[src/rtl/isa_pkg.sv]
// isa_pkg: opcode constants, opcode field layout and sequencer state encoding.
// This package is shared by the sequencer and by every execution FSM.
package isa_pkg;

    // The opcode sits in the top OPC_W bits of every instruction word.
    localparam int unsigned OPC_W = 4;

    localparam logic [OPC_W-1:0] OP_NOP  = 4'b0000;
    localparam logic [OPC_W-1:0] OP_MOV  = 4'b0101;
    localparam logic [OPC_W-1:0] OP_HALT = 4'b1111;

    // Sequencer state encoding.
    localparam logic [2:0] ST_FETCH = 3'd0;
    localparam logic [2:0] ST_LOAD  = 3'd1;
    localparam logic [2:0] ST_EXEC  = 3'd2;
    localparam logic [2:0] ST_HALT  = 3'd3;
    localparam logic [2:0] ST_FAULT = 3'd4;

endpackage

[src/rtl/seq_watchdog.sv]
// seq_watchdog: clearable up-counter that flags the TIMEOUT-th enabled cycle.
// expired is combinational so the owner can leave its wait state on the same edge.
module seq_watchdog #(
    parameter int unsigned TIMEOUT = 15
) (
    input  logic clk,
    input  logic rst,
    input  logic clr,
    input  logic en,
    output logic expired
);

    localparam int unsigned    CNT_W = $clog2(TIMEOUT + 1);
    localparam logic [CNT_W-1:0] LAST = CNT_W'(TIMEOUT - 1);

    logic [CNT_W-1:0] r_count;

    // Count enabled cycles; clear restarts the window.
    always_ff @(posedge clk) begin
        if (rst || clr) begin
            r_count <= '0;
        end else if (en) begin
            r_count <= r_count + 1'b1;
        end
    end

    // Asserted during the TIMEOUT-th consecutive enabled cycle.
    assign expired = en && (r_count == LAST);

endmodule

[src/rtl/instr_sequencer.sv]
// instr_sequencer: fetch/dispatch controller for the execution FSMs.
// Owns the program counter, reads a synchronous program memory and presents one
// instruction at a time, forcing an all-zero instruction between dispatches.
// Optional single-step gate: define SEQ_STEP_EN to add the `step` input.
module instr_sequencer
    import isa_pkg::*;
#(
    parameter int unsigned PC_W    = 8,
    parameter int unsigned INSTR_W = 16,
    parameter int unsigned TIMEOUT = 15
) (
    input  logic               clk,
    input  logic               rst,
    input  logic               run,
`ifdef SEQ_STEP_EN
    input  logic               step,
`endif
    output logic [PC_W-1:0]    pmem_addr,
    input  logic [INSTR_W-1:0] pmem_data,
    output logic [INSTR_W-1:0] instruction,
    input  logic               pcInc,
    input  logic               done,
    output logic [PC_W-1:0]    pc,
    output logic               halted,
    output logic               fault
);

    logic [2:0]         r_state;
    logic [PC_W-1:0]    r_pc;
    logic [INSTR_W-1:0] r_ir;
    logic               r_inc_seen;

    logic [2:0]         w_state_nxt;
    logic [PC_W-1:0]    w_pc_nxt;
    logic [INSTR_W-1:0] w_ir_nxt;
    logic               w_inc_seen_nxt;
    logic               w_fetch_ok;
    logic               w_expired;
    logic               w_in_exec;

    assign w_in_exec = (r_state == ST_EXEC);

`ifdef SEQ_STEP_EN
    logic r_step_used;

    // A step pulse launches one fetch; step must drop low before it can launch another.
    always_ff @(posedge clk) begin
        if (rst || !step) begin
            r_step_used <= 1'b0;
        end else if (r_state == ST_FETCH && run) begin
            r_step_used <= 1'b1;
        end
    end

    assign w_fetch_ok = run && step && !r_step_used;
`else
    assign w_fetch_ok = run;
`endif

    // Watchdog runs only in EXEC and restarts from zero on every dispatch.
    seq_watchdog #(
        .TIMEOUT (TIMEOUT)
    ) u_watchdog (
        .clk     (clk),
        .rst     (rst),
        .clr     (!w_in_exec),
        .en      (w_in_exec),
        .expired (w_expired)
    );

    // Next-state, pc and instruction-register update.
    always_comb begin
        w_state_nxt    = r_state;
        w_pc_nxt       = r_pc;
        w_ir_nxt       = r_ir;
        w_inc_seen_nxt = r_inc_seen;
        case (r_state)
            ST_FETCH: begin
                if (w_fetch_ok) begin
                    w_state_nxt = ST_LOAD;
                end
            end
            ST_LOAD: begin
                w_ir_nxt       = pmem_data;
                w_inc_seen_nxt = 1'b0;
                case (pmem_data[INSTR_W-1 -: OPC_W])
                    OP_NOP: begin
                        w_pc_nxt    = r_pc + 1'b1;
                        w_state_nxt = ST_FETCH;
                    end
                    OP_HALT: w_state_nxt = ST_HALT;
                    default: w_state_nxt = ST_EXEC;
                endcase
            end
            ST_EXEC: begin
                // First of pcInc/done advances pc; anything after it is ignored.
                if ((pcInc || done) && !r_inc_seen) begin
                    w_pc_nxt = r_pc + 1'b1;
                end
                if (pcInc) begin
                    w_inc_seen_nxt = 1'b1;
                end
                if (done) begin
                    w_state_nxt    = ST_FETCH;
                    w_inc_seen_nxt = 1'b0;
                end else if (w_expired) begin
                    w_state_nxt = ST_FAULT;
                end
            end
            ST_HALT, ST_FAULT: begin
            end
            default: w_state_nxt = ST_FETCH;
        endcase
    end

    // State registers with synchronous reset.
    always_ff @(posedge clk) begin
        if (rst) begin
            r_state    <= ST_FETCH;
            r_pc       <= '0;
            r_ir       <= '0;
            r_inc_seen <= 1'b0;
        end else begin
            r_state    <= w_state_nxt;
            r_pc       <= w_pc_nxt;
            r_ir       <= w_ir_nxt;
            r_inc_seen <= w_inc_seen_nxt;
        end
    end

    assign pmem_addr   = r_pc;
    assign pc          = r_pc;
    assign instruction = w_in_exec ? r_ir : '0;
    assign halted      = (r_state == ST_HALT);
    assign fault       = (r_state == ST_FAULT);

endmodule

[config.mk]
export PLATFORM = sky130hd
export DESIGN_NAME = instr_sequencer
export DESIGN_NICKNAME = d
export VERILOG_FILES = /design/src/rtl/isa_pkg.sv /design/src/rtl/seq_watchdog.sv /design/src/rtl/instr_sequencer.sv
export SDC_FILE = /design/constraint.sdc
export NUM_CORES = 1
export LEC_CHECK = 0
export ABC_CLOCK_PERIOD_IN_PS = 4460
export CAP_MARGIN = 20
export CELL_PAD_IN_SITES_DETAIL_PLACEMENT = 1
export CELL_PAD_IN_SITES_GLOBAL_PLACEMENT = 1
export CORE_MARGIN = 1
export CORE_UTILIZATION = 33
export CTS_CLUSTER_SIZE = 25
export DETAILED_ROUTE_END_ITERATION = 16
export PLACE_DENSITY = 0.87
export SETUP_SLACK_MARGIN = 0.02
export SYNTH_ARGS = -nofsm -noshare
export SYNTH_HDL_FRONTEND = slang
export SYNTH_SLANG_ARGS = --single-unit
[constraint.sdc]
create_clock -name clk -period 4.46 [get_ports clk]
set_clock_uncertainty 0.1 [all_clocks]
set_input_delay 0.446 -clock clk [delete_from_list [all_inputs] [get_ports clk]]
set_output_delay 0.446 -clock clk [all_outputs]
set_load 0.05 [all_outputs]
==> flow_summary.rst <==
.. list-table::
   :header-rows: 1

   * - Metric
     - Value
   * - Status
     - complete, no violations
   * - Synth top area share
     - 43.6%
   * - Pins Over Slew Limit
     - 0
   * - DPL Wire Length
     - 2600 um
   * - Routed wire length
     - 3670 um
   * - Total global routing track utilization
     - 17.2%
   * - Overall die height
     - 68.7 um
   * - Largest cells by area after synthesis
     - dfxtp_1, nand2_1, a21oi_1, and2_1, buf_4
   * - Xor and xnor area share after synthesis
     - 1.79%
   * - Maximum clock frequency
     - 349 MHz
   * - Number of rows in the core area
     - 23
   * - Die Outline Area
     - 0.00472 mm^2
   * - Delay contributed by the slowest stage of the critical path
     - 0.81 ns
   * - DRT Pass-1 Iters
     - 4
   * - Synthesized-area fraction occupied by ao, oa, aoi and oai cells
     - 15.2%
   * - Number of buffers added on ports
     - 54
   * - Worst Path Max Fanout
     - 18
   * - Worst slew margin
     - 33.5%
   * - Number of buffers created by CTS
     - 5
   * - Cell type with the highest aggregate area in the netlist
     - dfxtp_1
   * - Required time of the critical path
     - 3.91 ns
   * - Number of H-tree branching levels
     - 2
   * - Class of the tightest hold or removal check
     - flop to flop
   * - First-pass GRT wire length
     - 5880 um
   * - Post-synthesis sequential area ratio
     - 43.6%
   * - Hold buffer count at cts
     - 0
   * - Count of filler cells inserted in the layout
     - 509
   * - WS Path Type
     - flop to output port
   * - Top FF cell, synth
     - dfxtp_1
   * - Synth Register Bits
     - 32
   * - Part of the power in the clock network
     - 41.2%
   * - Synth async-reset ratio
     - 0%
   * - Avg Synthesized Cell Area
     - 8.21 um^2
   * - Die width
     - 68.7 um
   * - Share of the cycle needed by the critical path after routing
     - 64.2%
   * - Clock tree from TritonCTS
     - done
   * - Synthesis warning total
     - 0
   * - TNS Setup
     - 0 ns
   * - CP bufs+invs
     - 2
   * - Post-CTS setup buffer count
     - 0
   * - Violation count after the first detailed-route iteration
     - 77
   * - Setup violators final
     - 0
   * - Root buf cell
     - clkbuf_8
   * - Worst VDD drop
     - 0.151 mV
   * - Via count of the first global-routing pass
     - 1266
   * - Post-route insts no fill
     - 276
   * - Post-synthesis adder-cell area fraction
     - 2.56%
   * - Part of the power in registers
     - 46.7%
   * - Cells traversed along the worst timing path
     - or2b_1 -> nor2_1 -> buf_4 -> and2_1 -> clkdlybuf4s50_1
   * - Post-route antenna net violation count
     - 0
   * - Top cell family by delay on the critical path
     - buffers and inverters
   * - Type of destination of the critical path
     - output port
   * - Worst-Skew Late Latency
     - 0.28 ns
   * - Cell area after technology mapping
     - 0.00147 mm^2
   * - Fraction of the mapped netlist area in simple logic gates
     - 27.7%
   * - RSZ-0062 raised after global routing
     - no
   * - Setup crit start kind
     - flop
   * - Number of different library cells in the post-synthesis netlist
     - 28
   * - Transition time at the pin with the least slew margin
     - 0.992 ns
   * - Slowest library cell on the worst path
     - clkdlybuf4s50_1
   * - Congestion Overflow GR
     - 0
   * - Synth Net Count
     - 203
   * - Number of antenna violations at the first check in global routing
     - 0
   * - Area Growth Syn to Fin
     - 42.3%
   * - Max_cap viols
     - 0
   * - Number of antenna cells inserted
     - 0
   * - Number of vias after detailed routing
     - 1381
   * - Clock slew at reported path FFs
     - 0.06 ns
   * - Post-cts gate resize count
     - 0
   * - Sw power
     - 154 uW
   * - Initial cell density of the core
     - 35.4%
   * - Cell internal pwr
     - 498 uW
   * - Combinational family with the most area after synthesis
     - simple AND/OR/NAND/NOR gates
   * - Drc violations
     - 0
   * - DR vias/cell
     - 5.00
   * - Combinational power share
     - 12.1%
   * - Number of top-level design ports
     - 55
   * - Hold violation total from the final report
     - 0
   * - RePlAce Congestion
     - 0.774
   * - Number of enable flip-flop cells after synthesis
     - 0
   * - Placed cells
     - 268
   * - Layout cell share with drive strength beyond 1
     - 5.75%
   * - Share of cell area taken by muxes after synthesis
     - 0.681%
   * - Max clock buf depth
     - 2
   * - Clk sink count
     - 32
   * - Total power per unit cell area
     - 312 mW/mm^2
   * - Number of nets at the end of the flow
     - 249
   * - Core area
     - 0.00414 mm^2
   * - Wire per inst
     - 13.3 um
   * - Post-route minimum period
     - 2.86 ns
   * - Lkg Pwr
     - 0.742 nW
   * - Largest net degree at the start of global routing
     - 33
   * - Worst path arrival time
     - 2.32 ns
   * - Cells after synthesis
     - 179
   * - Switching portion of total power
     - 23.7%
kinds of logic (layout without fill, tap and decap cells):
family,Yosys count,after routing
compound gates,37,37
xor+xnor,3,3
fa+ha+maj,3,3
mux,1,1
simple gates,82,82
flops,32,32
buf+inv,21,68
synth_stat cells (2+ instances only):
cell	n
nand2_1	35
dfxtp_1	32
a21oi_1	23
and2_1	17
buf_4	10
nor3_1	8
clkbuf_1	6
nor2_1	6
nand3_1	5
o21ai_0	5
inv_1	4
or3_1	4
ha_1	3
or4_1	3
a211oi_1	2
a22oi_1	2
o31ai_1	2
xor2_1	2
worst register-to-register path, cell delays in order (launching register included):
cell and delay (ns):
dfxtp_1 0.47, or3b_2 0.68, o32a_4 0.33, or4_1 0.52
a21oi_1 0.15
worst paths after layout:
| check | startpoint | endpoint | slack, ns | cells after the start |
|---|---|---|---|---|
| setup / recovery | r_state[1] | instruction[12] | 1.60 | 5 |
| setup reg to reg | r_state[0] | pc[5] | 2.14 | 4 |
| hold reg to reg | r_ir[15] | r_ir[15] | 0.35 | 2 |
| hold / removal | r_ir[15] | r_ir[15] | 0.35 | 2 |
layout make-up:
| type | count | area (um^2) | share of cell area [%] |
|---|---|---|---|
| multi-input cells | 126 | 709 | 33.9 |
| clock buffers | 6 | 72.6 | 3.47 |
| flip-flops and latches | 32 | 641 | 30.6 |
| well taps | 50 | 62.6 | 2.99 |
| repair buffers | 56 | 556 | 26.6 |
| clock inverters | 2 | 35.0 | 1.68 |
| inverters | 4 | 15.0 | 0.718 |
stage by stage:
stage	setup slack, ns	utilization [%]	power (mW)	instance area [um^2]	hold slack [ns]
2_1_floorplan	2.33	-	0.357	1470	0.332
3_3_place_gp	1.88	47.9	0.389	1980	0.338
3_5_place_dp	1.85	47.9	0.391	1980	0.344
4_1_cts	1.59	50.5	0.663	2090	0.352
5_1_grt	1.47	50.5	0.681	2090	0.370
6_report	1.60	50.5	0.652	2090	0.349
per-layer routing:
layer | vias to the layer above | routed length [um] | track usage [%]
li1 | 691 | - | -
met1 | 644 | 1740 | 21.9
met2 | 42 | 1650 | 26.8
met3 | 4 | 241 | 6.09
met4 | 0 | 35 | 6.12
met5 | - | 0 | 0
cells in the final DEF, fill, tap and decap left out, types with 3 or more instances in the layout:
cell type	netlist	routed
o21ai_0	5	5
ha_1	3	3
and2_1	17	17
nand3_1	5	5
or4_1	3	3
a21oi_1	23	23
clkbuf_8	0	5
inv_1	4	4
dfxtp_1	32	32
nor2_1	6	6
nand2_1	35	35
clkdlybuf4s50_1	0	54
nor3_1	8	7
or3_1	4	4
registers in the layout, summed over array words and instances, names as in the netlist:
signal,flops
pc,8
r_inc_seen,1
r_ir,16
r_state,3
u_watchdog.r_count,4
power groups by stage:
stage | sequential (mW) | combinational, mW | clock, mW
floorplan | 0.310 | 0.0471 | 0
global placement | 0.310 | 0.0789 | 0
detailed placement | 0.311 | 0.0798 | 0
CTS | 0.304 | 0.0802 | 0.278
global route | 0.306 | 0.0867 | 0.289
finish | 0.304 | 0.0790 | 0.269
(Power assumes the default switching activity.)
